File: src/rtl/snake_pkg.sv
// snake_pkg: shared heading type, heading constants and helpers for the
// snake direction controller and the game logic that consumes its heading.
package snake_pkg;

    typedef logic [1:0] dir_t;

    localparam dir_t DIR_UP    = 2'b00;
    localparam dir_t DIR_RIGHT = 2'b01;
    localparam dir_t DIR_DOWN  = 2'b10;
    localparam dir_t DIR_LEFT  = 2'b11;

    localparam dir_t DIR_RESET = DIR_RIGHT;

    // Opposite heading: the encoding puts opposites two apart, so flipping
    // the upper bit is enough.
    function automatic dir_t dir_opposite(input dir_t d);
        return d ^ 2'b10;
    endfunction

endpackage

File: src/rtl/btn_debounce_cell.sv
// btn_debounce_cell: debounces one raw, asynchronous, active-high button.
//   clk   in  system clock
//   rst   in  synchronous active-high reset
//   raw   in  raw button level
//   clean out debounced level; rises after 2^DB_CNT_W consecutive high samples
// A single input flop re-times the pin before the counter sees it; that
// stage is what places the rise of clean at edge k + DB_MAX + 1 for a
// button first sampled high at edge k.
module btn_debounce_cell #(
    parameter int DB_CNT_W = 8
) (
    input  logic clk,
    input  logic rst,
    input  logic raw,
    output logic clean
);

    localparam logic [DB_CNT_W-1:0] DB_MAX = {DB_CNT_W{1'b1}};

    logic                sync;
    logic [DB_CNT_W-1:0] cnt;

    always_ff @(posedge clk) begin
        if (rst) begin
            sync  <= 1'b0;
            cnt   <= '0;
            clean <= 1'b0;
        end else begin
            sync <= raw;
            if (!sync) begin
                // any low sample restarts the count
                cnt   <= '0;
                clean <= 1'b0;
            end else if (cnt != DB_MAX) begin
                cnt <= cnt + 1'b1;
            end else begin
                clean <= 1'b1;
            end
        end
    end

endmodule

File: src/rtl/snake_dir_ctrl.sv
// snake_dir_ctrl: turns four raw direction buttons into a queue of legal
// heading changes and owns the current snake heading.
//   clk, rst                      clock, synchronous active-high reset
//   btn_up/right/down/left        raw active-high buttons
//   tick                          game-step strobe; pops one queued turn
//   dir                           current heading (UP=0 RIGHT=1 DOWN=2 LEFT=3)
//   dir_changed                   one-cycle pulse when dir takes a new value
//   reject                        one-cycle pulse when a press is discarded
//   q_count                       number of queued turns (0..QDEPTH)
module snake_dir_ctrl
    import snake_pkg::*;
#(
    parameter int DB_CNT_W = 8,
    parameter int QDEPTH   = 2
) (
    input  logic       clk,
    input  logic       rst,
    input  logic       btn_up,
    input  logic       btn_right,
    input  logic       btn_down,
    input  logic       btn_left,
    input  logic       tick,
    output dir_t       dir,
    output logic       dir_changed,
    output logic       reject,
    output logic [2:0] q_count
);

    // Button index equals the heading encoding, so a winning index is
    // directly the candidate heading.
    logic [3:0] raw, clean, clean_d, press;
    assign raw = {btn_left, btn_down, btn_right, btn_up};

    for (genvar i = 0; i < 4; i++) begin : g_db
        btn_debounce_cell #(.DB_CNT_W(DB_CNT_W)) u_db (
            .clk  (clk),
            .rst  (rst),
            .raw  (raw[i]),
            .clean(clean[i])
        );
    end

    always_ff @(posedge clk) begin
        if (rst) clean_d <= '0;
        else     clean_d <= clean;
    end

    assign press = clean & ~clean_d;

    // Fixed priority UP > RIGHT > DOWN > LEFT; losers are dropped silently.
    logic cand_vld;
    dir_t cand;
    always_comb begin
        cand_vld = |press;
        cand     = DIR_UP;
        if      (press[0]) cand = DIR_UP;
        else if (press[1]) cand = DIR_RIGHT;
        else if (press[2]) cand = DIR_DOWN;
        else if (press[3]) cand = DIR_LEFT;
    end

    // Circular turn queue, sized for the largest allowed depth.
    dir_t       q [4];
    logic [1:0] head, tail, tail_prev;

    function automatic logic [1:0] ptr_inc(input logic [1:0] p);
        return (p == 2'(QDEPTH - 1)) ? 2'd0 : p + 2'd1;
    endfunction

    assign tail_prev = (tail == 2'd0) ? 2'(QDEPTH - 1) : tail - 2'd1;

    // Legality is judged against the last heading the snake will have once
    // everything already queued has been applied.
    dir_t ref_dir;
    logic full, pop, bad, push;
    assign ref_dir = (q_count != 3'd0) ? q[tail_prev] : dir;
    assign full    = (q_count == 3'(QDEPTH));
    assign pop     = tick && (q_count != 3'd0);
    assign bad     = (cand == ref_dir) || (cand == dir_opposite(ref_dir)) || (full && !pop);
    assign push    = cand_vld && !bad;

    always_ff @(posedge clk) begin
        if (rst) begin
            dir         <= DIR_RESET;
            dir_changed <= 1'b0;
            reject      <= 1'b0;
            q_count     <= 3'd0;
            head        <= 2'd0;
            tail        <= 2'd0;
            for (int i = 0; i < 4; i++) q[i] <= DIR_RESET;
        end else begin
            dir_changed <= pop;
            reject      <= cand_vld && bad;
            // A full queue reads the head before the push overwrites that slot.
            if (pop) begin
                dir  <= q[head];
                head <= ptr_inc(head);
            end
            if (push) begin
                q[tail] <= cand;
                tail    <= ptr_inc(tail);
            end
            q_count <= q_count + 3'(push) - 3'(pop);
        end
    end

endmodule

File: config.mk
export PLATFORM = sky130hd
export DESIGN_NAME = snake_dir_ctrl
export DESIGN_NICKNAME = d
export VERILOG_FILES = /design/src/rtl/snake_pkg.sv /design/src/rtl/btn_debounce_cell.sv /design/src/rtl/snake_dir_ctrl.sv
export SDC_FILE = /design/constraint.sdc
export NUM_CORES = 1
export LEC_CHECK = 0
export BUFFER_PORTS_ARGS = -buffer_cell sky130_fd_sc_hd__buf_2
export CAP_MARGIN = 10
export CORE_MARGIN = 2
export CORE_UTILIZATION = 41
export CTS_CLUSTER_DIAMETER = 100
export DETAILED_ROUTE_END_ITERATION = 10
export PLACE_DENSITY_LB_ADDON = 0.15
export SETUP_SLACK_MARGIN = 0.5
export SYNTH_ARGS = -nofsm -noshare
export SYNTH_HDL_FRONTEND = slang
export SYNTH_SLANG_ARGS = --single-unit
File: constraint.sdc
create_clock -name clk -period 3.1 [get_ports clk]
set_clock_uncertainty 0.15 [all_clocks]
set_input_delay 0.31 -clock clk [delete_from_list [all_inputs] [get_ports clk]]
set_output_delay 0.31 -clock clk [all_outputs]
set_load 0.05 [all_outputs]
==> flow_summary.yaml, run 1 <==
status:
  status: "finished clean"
critical_path:
  crit_required_ns: 3.16
  cp-start-kind: "flop"
  path_common_cell: "ha_4"
  cpMaxStageDelayCell: "a221o_2"
  critPathMaxFanout: 2
  cp-end-kind: "flop"
  path_cells: "mux2i_1, a211o_1, a221o_2, o21ai_4, inv_4, ha_4, inv_2, ha_4, fa_2, xnor2_2, xnor2_1, nor2_1"
  worstPathArrival_ns: 2.77
  cp_slowest_stage_delay_ns: 0.40
  path_class: "reg -> reg"
synthesis:
  synth_edf_count: 8
  yosys.area_share.simple_pct: 26.6
  synthAdderAreaFrac_pct: 3.42
  synth_xor_area_share_pct: 4.73
  synthArstFlopShare_pct: 0
  synthCells: 288
  synth.avg_cell_area_um2: 9.64
  muxShareOfSynthArea_pct: 3.78
  synth_top_family_by_area: "simple AND/OR/NAND/NOR gates"
  synth_compound_area_share_pct: 9.86
  syn_area_um2: 2780
  synth_ff_type: "dfxtp_1"
  synth_nets: 302
  ys_seq_area_share_pct: 48.3
  ys.warnings.count: 0
  synth_cell_types: 51
  ys_seq_elements: 63
clocking:
  insertion_delay_ns: 0.34
  cts_tree: "built"
  root_buffer: "clkbuf_8"
  hold_buffers: 0
  cts.sinks: 63
  cts_buffers: 9
  path_clk_slew_ns: 0.07
  clockBufferDepth: 2
  htreeDepth: 3
final_layout:
  drive_gt1_share_pct: 21.1
  area_growth_pct: 16.8
  nets: 326
  multiInputGateArea_um2: 1410
  num-fill-cells: 595
  seq_area_um2: 1360
  final_cell_mix: "dfxtp_1, nor2_1, nand2_1"
  final_common_cell: "dfxtp_1"
  num_antenna_cells: 0
sta:
  max_freq_mhz: 368
  setup_ws_ns: 0.385
  rsz0062_at_grt: "true"
  setup_tns_ns: 0
  timing.final.crit_share_pct: 87.6
  hold_ws_ns: 0.0304
  finalSetupViolCount: 0
  slew-limit-headroom_pct: 61.3
  period_needed_ns: 2.72
  hold_violations: 0
  slew_violations: 0
  tightest_slew_ns: 0.578
placed_design:
  place_ws_ns: 0.179
  place_hpwl_um: 3380
  port_buffers: 13
  place_congestion: 0.812
floorplan:
  initial_core_util_pct: 43.0
  dieArea_um2: 7450
  rows: 29
  die_w_um: 86.3
  die_h_um: 86.3
  ios: 14
  core_area_um2: 6460
pwr:
  pwr-share-seq_pct: 43.7
  pwr-share-comb_pct: 21.7
  powerDensity_nw_per_um2: 661
  p_int_mw: 1.52
  switching_power_mw: 0.621
  ir_worst_vdd_mv: 0.322
  pwr-share-clk_pct: 34.6
  p_leak_nw: 1.18
  switching_share_pct: 29.0
route:
  num_vias: 2072
  drt_wl_total_um: 5140
  routedWlPerCell_um: 13.0
  vias_per_cell: 5.26
  ant_nets: 0
  drtIter0Drc: 91
  drc: 0
  drtPass1Iterations: 4
global_routing:
  grt_start_max_net_pins: 33
  grtUsageTotal_pct: 15.2
  grt_pass1_wl_um: 8890
  grt_antenna_before_repair: 0
  grt_pass1_vias: 1951
  overflow: 0
hold_path:
  hold_class: "in -> reg"
flow_run:
  cap_violations: 0
[logic make-up (layout without fill, tap and decap cells)]
kind of cell,Yosys count,in the layout
multiplexers,8,8
flip-flops,63,63
XOR/XNOR,15,15
adder cells (fa/ha/maj),7,7
buffers and inverters,19,48
AO/OA/AOI/OAI,39,39
AND/OR/NAND/NOR,137,137
[layout make-up]
type | instances | area share, %
multi-input combinational | 206 | 43.5
inverter | 9 | 1.12
clock inverter | 6 | 2.31
sequential | 63 | 41.8
clock buffer | 10 | 3.93
timing repair buffer | 23 | 4.32
tap | 77 | 2.97
[path summary, 6_finish.rpt]
path,from,end,slack [ns],cells after the start
max,tail[1],q_count[2],0.38,12
min,btn_down,g_db[2].u_db.sync,0.03,2
max reg2reg,tail[1],q_count[2],0.38,12
min reg2reg,dir[1],dir[1],0.30,2
[critical path, delay by kind of cell (launching register included)]
| kind | cells | cell delay, ns |
|---|---|---|
| and+or+nand+nor | 1 | 0.05 |
| muxes | 1 | 0.12 |
| xor gates and xnor gates | 2 | 0.28 |
| adders and majority gates | 3 | 0.75 |
| buffers and inverters | 2 | 0.09 |
| DFF | 1 | 0.35 |
| AOI/OAI and AO/OA | 3 | 0.81 |
[synth_stat cells (2+ instances only)]
cell type	n	share of area, %
dfxtp_1	55	40
nor2_1	42	5.7
nand2_1	16	2.2
nor3_1	15	2.7
a21oi_1	11	2.0
nand4_1	11	2.5
nor2b_1	10	2.3
xnor2_1	9	2.8
edfxtp_1	8	8.6
inv_1	8	1.1
nand3_1	8	1.4
nand2b_1	7	1.6
and3_1	6	1.4
clkbuf_1	6	0.81
ha_1	6	2.7
mux2i_1	6	2.2
xor2_1	6	1.9
a31oi_1	5	1.1
o21ai_0	5	0.90
and2b_2	3	0.95
and4_1	3	0.95
a211oi_1	2	0.54
a311oi_1	2	0.63
a31o_2	2	0.63
and4b_1	2	0.72
buf_1	2	0.27
mux4_2	2	1.6
nor3b_1	2	0.54
o211ai_1	2	0.54
o21bai_1	2	0.54
or2_2	2	0.45
or2b_2	2	0.63
or3_1	2	0.45
[metal layers]
layer  share of wire, %  track usage (%)  routed length (µm)  vias to the layer above
met4                2.2             7.24                 111                        0
met1                 47             18.5                2420                      943
met5                  0                0                   0                        -
li1                   -                -                   -                     1077
met3                3.9             4.29                 199                       10
met2                 47             25.0                2410                       42
[state kept, by name, indices dropped and copies added, names as in the netlist]
| name | flops |
|---|---|
| dir | 2 |
| g_db.u_db.clean | 4 |
| reject | 1 |
| head | 2 |
| g_db.u_db.cnt | 32 |
| clean_d | 4 |
| q | 8 |
| g_db.u_db.sync | 4 |
| q_count | 3 |
| tail | 2 |
| dir_changed | 1 |
[power by group through the flow]
stage	Clock [mW]	Combinational [mW]	Sequential (mW)
finish	0.741	0.465	0.938
global route	0.807	0.502	0.945
CTS	0.764	0.432	0.937
detailed placement	0	0.406	0.949
global placement	0	0.400	0.948
floorplan	0	0.240	1.03
[stage by stage]
| stage | utilization [%] | cell area (µm²) | instances | power [mW] |
|---|---|---|---|---|
| 6_report | 50.3 | 3250 | 394 | 2.14 |
| 5_1_grt | 50.3 | 3250 | 394 | 2.25 |
| 4_1_cts | 50.0 | 3230 | 392 | 2.13 |
| 3_5_place_dp | 45.9 | 2960 | 369 | 1.35 |
| 3_3_place_gp | 45.9 | 2960 | 369 | 1.35 |
| 2_1_floorplan | - | 2850 | 288 | 1.27 |
[repair_timing]
item | 4_1_cts | 5_1_grt
gates resized for setup | 4 | 0
buffers inserted | 7 | 2
endpoints found under the setup margin | 2 | 2
pin swaps | 6 | 2
gates cloned | 0 | 0
Note: power is estimated with default switching activity, not from simulation.
==> inputs of run 2 (changes only) <==
--- a/config.mk
+++ b/config.mk
@@ -10,8 +10,10 @@
 export CORE_MARGIN = 2
 export CORE_UTILIZATION = 41
 export CTS_CLUSTER_DIAMETER = 100
+export CTS_CLUSTER_SIZE = 14
 export DETAILED_ROUTE_END_ITERATION = 10
 export PLACE_DENSITY_LB_ADDON = 0.15
+export REMOVE_ABC_BUFFERS = 1
 export SETUP_SLACK_MARGIN = 0.5
 export SYNTH_ARGS = -nofsm -noshare
 export SYNTH_HDL_FRONTEND = slang
==> constraint.sdc (replaced) <==
create_clock -name clk -period 3.1 [get_ports clk]
set_clock_uncertainty 0.15 [all_clocks]
set_input_delay 0.62 -clock clk [delete_from_list [all_inputs] [get_ports clk]]
set_output_delay 0.62 -clock clk [all_outputs]
set_load 0.05 [all_outputs]
==> flow_summary.yaml, run 2 (synthesized netlist as in run 1, its figures left out) <==
flow_run:
  cap_violations: 0
route:
  drt_wl_total_um: 5020
  routedWlPerCell_um: 12.8
  routed.top_layer: "met4"
  ant_nets: 0
  drtPass1Iterations: 4
  drtIter0Drc: 53
  wl_met1_um: 2540
  num_vias: 2050
  wl_met2_um: 2210
  wl_met3_um: 128
  drc: 0
  vias_per_cell: 5.23
status:
  status: "finished clean"
sta:
  slew_violations: 0
  max_freq_mhz: 372
  rsz0062_at_grt: "true"
  hold_violations: 0
  finalSetupViolCount: 0
  period_needed_ns: 2.69
  timing.final.crit_share_pct: 86.8
  tightest_slew_ns: 0.583
  setup_tns_ns: 0
  slew-limit-headroom_pct: 61.1
clocking:
  cts_tree: "built"
  insertion_delay_ns: 0.33
  clockBufferDepth: 2
  cts_buffers: 9
  path_clk_slew_ns: 0.07
  root_buffer: "clkbuf_8"
  cts.sinks: 63
  htreeDepth: 3
final_layout:
  nets: 324
  final_util_pct: 50.0
  area_growth_pct: 16.2
  top_register: "g_db.u_db.cnt"
  final_cell_mix: "dfxtp_1, nor2_1, nand2_1"
  stdcell_count: 392
  drive_gt1_share_pct: 21.0
  fin_area_um2: 3230
  final_common_cell: "dfxtp_1"
  top_regs: "g_db.u_db.cnt x32, q x8"
  num_antenna_cells: 0
  largest_reg_flops: 32
floorplan:
  initial_core_util_pct: 43.0
  rows: 29
  core_area_um2: 6460
  die_w_um: 86.3
  dieArea_um2: 7450
  ios: 14
  die_h_um: 86.3
pwr:
  switching_share_pct: 30.3
  pwr-share-comb_pct: 22.0
  switching_power_mw: 0.622
  p_leak_nw: 1.17
  powerDensity_nw_per_um2: 635
  ir_worst_vdd_mv: 0.239
  pwr-share-clk_pct: 32.5
  pwr-share-seq_pct: 45.5
  p_int_mw: 1.43
global_routing:
  grt_start_max_net_pins: 33
  grt_antenna_before_repair: 0
  grt_pass1_wl_um: 8670
  grt_pass1_vias: 1907
  overflow: 0
  grtUsageTotal_pct: 14.9
hold_path:
  whs_path_depth: 2
  hold_class: "reg -> reg"
placed_design:
  place_hpwl_um: 3300
  placed_cells: 374
  place_congestion: 0.735
  port_buffers: 13
  place_area_um2: 2930
critical_path:
  crit_required_ns: 3.16
  worstPathArrival_ns: 2.75
  reg2reg_depth: 12
  cp-end-kind: "flop"
  path_class: "reg -> reg"
  r2r_setup_slack_ns: 0.41
  critPathMaxFanout: 2
  cp-start-kind: "flop"
## run 2: path summary, 6_finish.rpt
check	start	endpoint
setup / recovery	q[0][0]	q_count[2]
hold / removal	dir[1]	dir[1]
setup reg to reg	q[0][0]	q_count[2]
hold reg to reg	dir[1]	dir[1]
## run 2: timing repair
item,4_1_cts,5_1_grt
buffers inserted,1,1
setup endpoints to repair,2,2
resized for setup,17,4
hold buffers,0,0
pin swaps,7,8
## run 2: stage by stage
step                setup WS (ns)  hold slack [ns]  total power, mW
CTS                         0.333            0.304             2.05
detailed placement         -0.141            0.294             1.31
finish                      0.409            0.301             2.05
global route                0.301            0.340             2.15
floorplan                 -0.0155            0.281             1.22
global placement          -0.0752            0.293             1.29
## run 2: layout make-up
class / count / area (µm²)
clock buffers: 11 / 131
multi-input cells: 206 / 1450
flip-flops and latches: 63 / 1350
clock inverters: 5 / 48.8
repair buffers: 21 / 125
fillers: 621 / 3230
inverters: 9 / 36.3
well taps: 77 / 96.3
## run 2: worst max-delay path: stages, from the launching register on
cell and delay [ns]:
edfxtp_1 0.38, mux2i_1 0.08, a211o_1 0.29, a221o_2 0.40
o21ai_4 0.08, inv_4 0.05, ha_4 0.26, inv_2 0.03
ha_4 0.15, fa_2 0.35, xnor2_2 0.15, xnor2_1 0.14
nor2_1 0.05
## run 2: routing by layer
metal / vias up / GRT usage (%)
met5: - / 0
met1: 940 / 19.5
met3: 14 / 3.43
met2: 22 / 22.7
met4: 0 / 8.10
li1: 1074 / -
## run 2: power by group through the flow
stage | clock (mW) | sequential, mW | combinational (mW)
2_1_floorplan | 0 | 1.01 | 0.201
3_3_place_gp | 0 | 0.928 | 0.366
3_5_place_dp | 0 | 0.928 | 0.379
4_1_cts | 0.681 | 0.929 | 0.439
5_1_grt | 0.717 | 0.939 | 0.493
6_report | 0.666 | 0.932 | 0.452
